[config.mk]
export PLATFORM = sky130hd
export DESIGN_NAME = pipe_hazard_ctrl
export DESIGN_NICKNAME = d
export VERILOG_FILES = /design/src/rtl/pipe_hazard_ctrl.sv
export SDC_FILE = /design/constraint.sdc
export NUM_CORES = 1
export LEC_CHECK = 0
export ABC_AREA = 0
export BUFFER_PORTS_ARGS = -buffer_cell sky130_fd_sc_hd__buf_4
export CORE_AREA = 2 2 71 73
export DETAILED_ROUTE_END_ITERATION = 6
export DIE_AREA = 0 0 73 75
export PLACE_DENSITY = 0.78
export SYNTH_ARGS = -nofsm -noshare
export SYNTH_HDL_FRONTEND = slang
export SYNTH_SLANG_ARGS = --single-unit
export TNS_END_PERCENT = 50
[constraint.sdc]
create_clock -name clk -period 2.75 [get_ports clk]
set_input_delay 0.275 -clock clk [delete_from_list [all_inputs] [get_ports clk]]
set_output_delay 0.275 -clock clk [all_outputs]
set_load 0.02 [all_outputs]
[src/rtl/pipe_hazard_ctrl.sv]
// ============================================================================
// Module      : pipe_hazard_ctrl
// Description : Pipeline hazard controller. It provides stage enables, fetch
//               stall and flush controls, operand forwarding selects and a
//               stall cycle counter.
//               Optional macro FORWARD_EN turns on operand forwarding, so that
//               only load-use hazards stall.
// Revision    : 1.0 - initial release
// ============================================================================
`default_nettype none

module pipe_hazard_ctrl (
    input  logic        clk,
    input  logic        reset,
    input  logic [4:0]  id_rs,
    input  logic [4:0]  id_rt,
    input  logic        id_use_rs,
    input  logic        id_use_rt,
    input  logic [4:0]  ex_rd,
    input  logic [4:0]  mem_rd,
    input  logic [4:0]  wb_rd,
    input  logic        ex_reg_write,
    input  logic        mem_reg_write,
    input  logic        wb_reg_write,
    input  logic        ex_mem_to_reg,
    input  logic        ex_branch_taken,
    input  logic        dmem_req,
    input  logic        dmem_ack,
    output logic        decode_enable,
    output logic        execute_enable,
    output logic        memory_enable,
    output logic        writeback_enable,
    output logic        fetch_stall,
    output logic        fetch_flush,
    output logic        execute_flush,
    output logic [1:0]  fwd_rs,
    output logic [1:0]  fwd_rt,
    output logic [31:0] stall_count
);

    typedef enum logic [1:0] {
        RUN       = 2'd0,
        LU_STALL  = 2'd1,
        RAW_STALL = 2'd2,
        MEM_WAIT  = 2'd3
    } state_t;

    state_t      r_state_q;
    state_t      w_state_d;
    state_t      w_hazard_state;
    logic        r_branch_pend_q;
    logic        w_branch_pend_d;
    logic [31:0] r_stall_count_q;
    logic [31:0] w_stall_count_d;
    logic        w_mem_hold;
    logic        w_hazard;

    logic w_ex_rs, w_ex_rt, w_mem_rs, w_mem_rt;

    // Register 0 is hard-wired to zero, so it never creates a dependency.
    assign w_ex_rs  = id_use_rs && ex_reg_write  && (ex_rd  == id_rs) && (id_rs != 5'd0);
    assign w_ex_rt  = id_use_rt && ex_reg_write  && (ex_rd  == id_rt) && (id_rt != 5'd0);
    assign w_mem_rs = id_use_rs && mem_reg_write && (mem_rd == id_rs) && (id_rs != 5'd0);
    assign w_mem_rt = id_use_rt && mem_reg_write && (mem_rd == id_rt) && (id_rt != 5'd0);

`ifdef FORWARD_EN
    logic w_wb_rs, w_wb_rt;

    assign w_wb_rs        = id_use_rs && wb_reg_write && (wb_rd == id_rs) && (id_rs != 5'd0);
    assign w_wb_rt        = id_use_rt && wb_reg_write && (wb_rd == id_rt) && (id_rt != 5'd0);
    assign w_hazard       = ex_mem_to_reg && (w_ex_rs || w_ex_rt);
    assign w_hazard_state = LU_STALL;

    always_comb begin
        fwd_rs = 2'd0;
        fwd_rt = 2'd0;
        if (!reset) begin
            if (w_ex_rs)       fwd_rs = 2'd1;
            else if (w_mem_rs) fwd_rs = 2'd2;
            else if (w_wb_rs)  fwd_rs = 2'd3;
            if (w_ex_rt)       fwd_rt = 2'd1;
            else if (w_mem_rt) fwd_rt = 2'd2;
            else if (w_wb_rt)  fwd_rt = 2'd3;
        end
    end
`else
    // The register file bypasses same-cycle writes, so writeback never stalls.
    logic w_unused_wb;

    assign w_unused_wb    = ^{wb_rd, wb_reg_write, ex_mem_to_reg};
    assign w_hazard       = w_ex_rs || w_ex_rt || w_mem_rs || w_mem_rt;
    assign w_hazard_state = RAW_STALL;
    assign fwd_rs         = 2'd0;
    assign fwd_rt         = 2'd0;
`endif

    // Once waiting, only the ack releases the pipeline, whatever dmem_req does.
    assign w_mem_hold = (r_state_q == MEM_WAIT) ? !dmem_ack : (dmem_req && !dmem_ack);

    always_comb begin
        decode_enable    = 1'b1;
        execute_enable   = 1'b1;
        memory_enable    = 1'b1;
        writeback_enable = 1'b1;
        fetch_stall      = 1'b0;
        fetch_flush      = 1'b0;
        execute_flush    = 1'b0;
        w_state_d        = RUN;
        w_branch_pend_d  = 1'b0;

        if (reset) begin
            decode_enable    = 1'b0;
            execute_enable   = 1'b0;
            memory_enable    = 1'b0;
            writeback_enable = 1'b0;
        end else if (w_mem_hold) begin
            decode_enable    = 1'b0;
            execute_enable   = 1'b0;
            memory_enable    = 1'b0;
            writeback_enable = 1'b0;
            fetch_stall      = 1'b1;
            w_state_d        = MEM_WAIT;
            w_branch_pend_d  = r_branch_pend_q || ex_branch_taken;
        end else begin
            fetch_flush = ex_branch_taken || r_branch_pend_q;
            if (r_state_q == MEM_WAIT) begin
                w_state_d = RUN;
            end else if (w_hazard && (r_state_q != LU_STALL)) begin
                decode_enable = 1'b0;
                fetch_stall   = 1'b1;
                execute_flush = 1'b1;
                w_state_d     = w_hazard_state;
            end
        end
    end

    assign w_stall_count_d = fetch_stall ? (r_stall_count_q + 32'd1) : r_stall_count_q;
    assign stall_count     = r_stall_count_q;

    always_ff @(posedge clk) begin
        if (reset) begin
            r_state_q       <= RUN;
            r_branch_pend_q <= 1'b0;
            r_stall_count_q <= 32'd0;
        end else begin
            r_state_q       <= w_state_d;
            r_branch_pend_q <= w_branch_pend_d;
            r_stall_count_q <= w_stall_count_d;
        end
    end

endmodule

`default_nettype wire
# Yosys cells after proc, flatten, opt, wreduce, memory -nomap -nowiden
# Cells that the tools add are included.
# classes
order_cmp,0
n_eq_ne,6
div,0
n_mul,0
reduce_logical,22
n_shift,0
add_sub_neg,1
n_mux,18
n_bitwise,1
# op_table
operator,n
"32-bit by 1-bit adder with 32-bit output, second input constant",1
5-bit equality test,4
1-bit 2-to-1 mux,15
1-bit logical AND,14
5-bit nonzero test,2
2-bit 2-to-1 mux,3
1-bit logical OR,4
"2-bit equality test, second input constant",1
"2-bit by 1-bit != test with 1-bit output, second input constant",1
2-bit OR reduction,1
1-bit zero test,1
1-bit NOT,1
# totals
latch_bits,0
register_bits,35
memories,0
ramBits,0
rom_bits,0

# Longest topological paths before layout
# logic_depth
ltp_word,11
depth_mapped,8
mapped_depth_nobuf,6

# Worst setup path after synthesis
# OpenSTA, ideal clock, no wires.
# synth_timing
path_kind,register to register
startpoint,reg r_stall_count_q[3] (netlist: stall_count[3])
endpoint,reg r_stall_count_q[30] (netlist: stall_count[30])
path_stages_with_launch,7
n_path_buf,0
required_time_ns,2.680
period_less_slack_ns,2.135
arrival_ns,2.065
slack_ns,0.615
cell_sequence,dfxtp_1 -> nand4_1 -> nor2_2 -> nand4_2 -> or3_1 -> or4_1 -> a21oi_1
# synth_between
elab_chain_cells,1
# synth_rtl
element,line,source
from (decl),53,logic [31:0] r_stall_count_q;
from (signal assigned),148,r_stall_count_q <= w_stall_count_d;
32-bit by 1-bit adder with 32-bit output,137,assign w_stall_count_d = fetch_stall ? (r_stall_count_q + 32'd1) : r_stall_count_q;
# Every way passes these cells.
# A chain may end at the register's enable or synchronous reset.

# Worst setup path in the final report
# Ends and elaborated chain as after synthesis.

==> results.md <==
* Final core occ at between 50% and 60%
* Max-cap violations at 0
* Die W at around 73 µm
* Htree depth at 2
* Worst VDD drop at between 0.3 and 0.4 mV
* N_diodes at 0
* Seq pwr share at around 47%
* Final setup TNS at 0 ps
* Cells after Synth at between 200 and 250
* First-pass GRT wire length at 8.507 mm
* Max Freq at 433.1 MHz
* Tmin final at about 2300 ps
* Clk root buf: clkbuf_8
* Clock network power share at around 39%
* Pint at slightly above 0.8 mW
* Final hold violations at 0
* Setup WS pre-CTS at about 500 ps
* P per Cell Area at about 410 nW/µm²
* Cell Area, Synth at approximately 2100 µm²
* Cell family with most CP delay: simple AND/OR/NAND/NOR gates
* Clock-pin slew on the worst setup and hold paths at approximately 70 ps
* Comb pwr share at between 10% and 20%
* Port Buffers at 67
* Worst min path class: in2reg
* Register area share after synthesis at roughly a third
* CTS buffer count at 5
* Mean Syn Cell Area at approximately 8.3 µm²
* Slew Limit Fails at 0
* Io pins at 79
* Tot Pwr at 1.086 mW
* Row count at 25
* Netlist cell types at 33
* Net Sw Frac at between 20% and 30%
* Max Buffers Root-to-Sink at 2
* Via/cell ratio at between 5 and 6
* Crit-path max cell delay at between 400 and 500 ps
* Initial DRC Count at roughly 100
* Critical path launch point type: flip-flop
* Status: completed
* RSZ-0062 raised after global routing: no
* DR vias at 2132
* # resized after CTS at 0
* Clk Latency, worst-skew pair at just under 300 ps
* Crit path max fanout at 9
* Buf/Inv on CP at 0
* Worst endpoint required time at a little under 3000 ps
* GPL Wtd Cong at between 0.8 and 0.9
* Worst hold margin at 253.0 ps
* Setup WS post-layout at 441.3 ps
* CP endpoint kind: flip-flop
* Detail Placement HPWL at 3.694 mm
* Vias in the first global route at roughly 1800
* Residual DRC count at 0
* Crit path max-delay cell type: or4_1
* CP arrival at around 2500 ps
* Routed length per instance at 14.27 µm
* Crit-path cells: nand4_1, nor2_2, nand4_2, or3_1, or4_1, a21oi_1
* Core Footprint at around 4700 µm²
* Post-CTS setup buffers at 0
* DR pass1 iterations at 4
* Initial antenna violation count at 0
* Initial Utilization at between 40 and 50%
* Final Setup Violations at 0
* # hold bufs at CTS at 0
* Number of synthesized register bits at 35
* Die H at ~75 µm
* Die footprint at about 5500 µm²
* Final Skew at approximately 5 ps
* Largest net degree at the start of global routing at 42
* WS Path Type: reg2reg
* Clk sinks at 35
* Overflow left after global routing at 0
* Final wirelength at between 5 and 6 mm
* Switching power at 0.2765 mW
* Nets at ~350
* Share of cells above drive strength 1 at 26.84%
* Area Overhead vs Synth at 28.40%
* GRT Total Usage at between 10% and 20%
* Routed Antenna Nets at 0
* Tcrit/Tclk final at 83.95%
* CTS tree: done
* Synth Warn # at 0
* Leak pwr at 0.9413 nW
power by group through the flow:
| stage | clock (mW) | sequential [mW] | combinational, mW |
|---|---|---|---|
| 5_1_grt | 0.453 | 0.516 | 0.168 |
| 4_1_cts | 0.432 | 0.515 | 0.154 |
| 3_5_place_dp | 0 | 0.527 | 0.153 |
| 2_1_floorplan | 0 | 0.529 | 0.101 |
| 3_3_place_gp | 0 | 0.527 | 0.152 |
| 6_report | 0.419 | 0.515 | 0.153 |
final timing paths:
check                          startpoint  slack, ps                            to  depth (start not counted)
max reg2reg   stall_count[3]$_SDFFE_PP0P_        440  stall_count[30]$_SDFFE_PP0P_                          6
min reg2reg  stall_count[31]$_SDFFE_PP0P_        480  stall_count[31]$_SDFFE_PP0P_                          2
min                              dmem_ack        250       r_state_q[0]$_SDFF_PP0_                          3
max           stall_count[3]$_SDFFE_PP0P_        440  stall_count[30]$_SDFFE_PP0P_                          6
logic make-up (layout without fill, tap and decap cells):
kind of cell | count (synthesis) | after routing | share of synthesized area [%]
other | 1 | 4 | 0.1811
xor gates and xnor gates | 21 | 21 | 8.882
buffers and inverters | 20 | 82 | 6.525
DFF | 35 | 35 | 33.84
AOI/OAI and AO/OA | 65 | 65 | 19.34
and+or+nand+nor | 104 | 104 | 30.15
adders and majority gates | 1 | 1 | 0.6041
muxes | 1 | 1 | 0.4834
sequential cells by signal, summed over array words and instances, names as in the netlist:
register         count
stall_count         32
r_state_q            2
r_branch_pend_q      1
worst register-to-register path, stage by stage, from the launching register on:
cell	delay (ps)
dfxtp_1	440
nand4_1	180
nor2_2	280
nand4_2	270
or3_1	450
or4_1	490
a21oi_1	140
routing by layer:
layer	vias up	global-route usage [%]	part of all wire (%)
li1	1073	-	-
met1	1000	27.42	46
met2	55	30.13	47
met3	4	6.426	6.2
met4	0	4.321	0.65
met5	-	0	0
layout by cell type (no fill, tap or decap), types with 4 or more instances in the layout:
cell / count
nand3_1: 12
xnor2_1: 20
dfxtp_1: 35
or4_1: 20
nor2_1: 13
buf_4: 71
clkbuf_8: 7
nand4_1: 15
nand2_1: 14
or3_1: 10
o21ai_1: 11
a21oi_1: 31
conb_1: 4
o31ai_1: 18
through the flow:
stage / std cells / instance area (µm²)
after global placement: 359 / 2559
after floorplan: 251 / 2082
final: 367 / 2659
after global routing: 367 / 2659
after detailed placement: 359 / 2559
after CTS: 367 / 2659
cell type report:
type | instances | area (µm²)
multi-input combinational | 196 | 1246
clock buffer | 8 | 100.1
fill | 444 | 2002
inverter | 3 | 11.26
tap | 54 | 67.56
timing repair buffer | 71 | 533.0
sequential | 35 | 700.7
cells in the mapped netlist (all sizes together):
master | instances | area share, %
dfxtp | 35 | 34
a21oi | 31 | 7.5
or4 | 20 | 7.3
xnor2 | 20 | 8.5
o31ai | 18 | 6.5
nand4 | 16 | 5.1
nand2 | 14 | 2.5
nor2 | 14 | 2.7
nand3 | 12 | 2.9
buf | 11 | 4.9
o21ai | 11 | 2.7
or3 | 10 | 3.0
clkbuf | 6 | 1.1
and4 | 5 | 2.2
inv | 3 | 0.54
nor3 | 3 | 0.72
or4b | 3 | 1.5
and2 | 2 | 0.60
and3 | 2 | 0.60
nor3b | 2 | 0.72
o22ai | 2 | 0.60
a221oi | 1 | 1.3
a22oi | 1 | 0.36
conb | 1 | 0.18
ha | 1 | 0.60
mux2i | 1 | 0.48
o41ai | 1 | 0.42
or2 | 1 | 0.30
xor2 | 1 | 0.42
No activity file was read; power rests on OpenSTA's default activity.
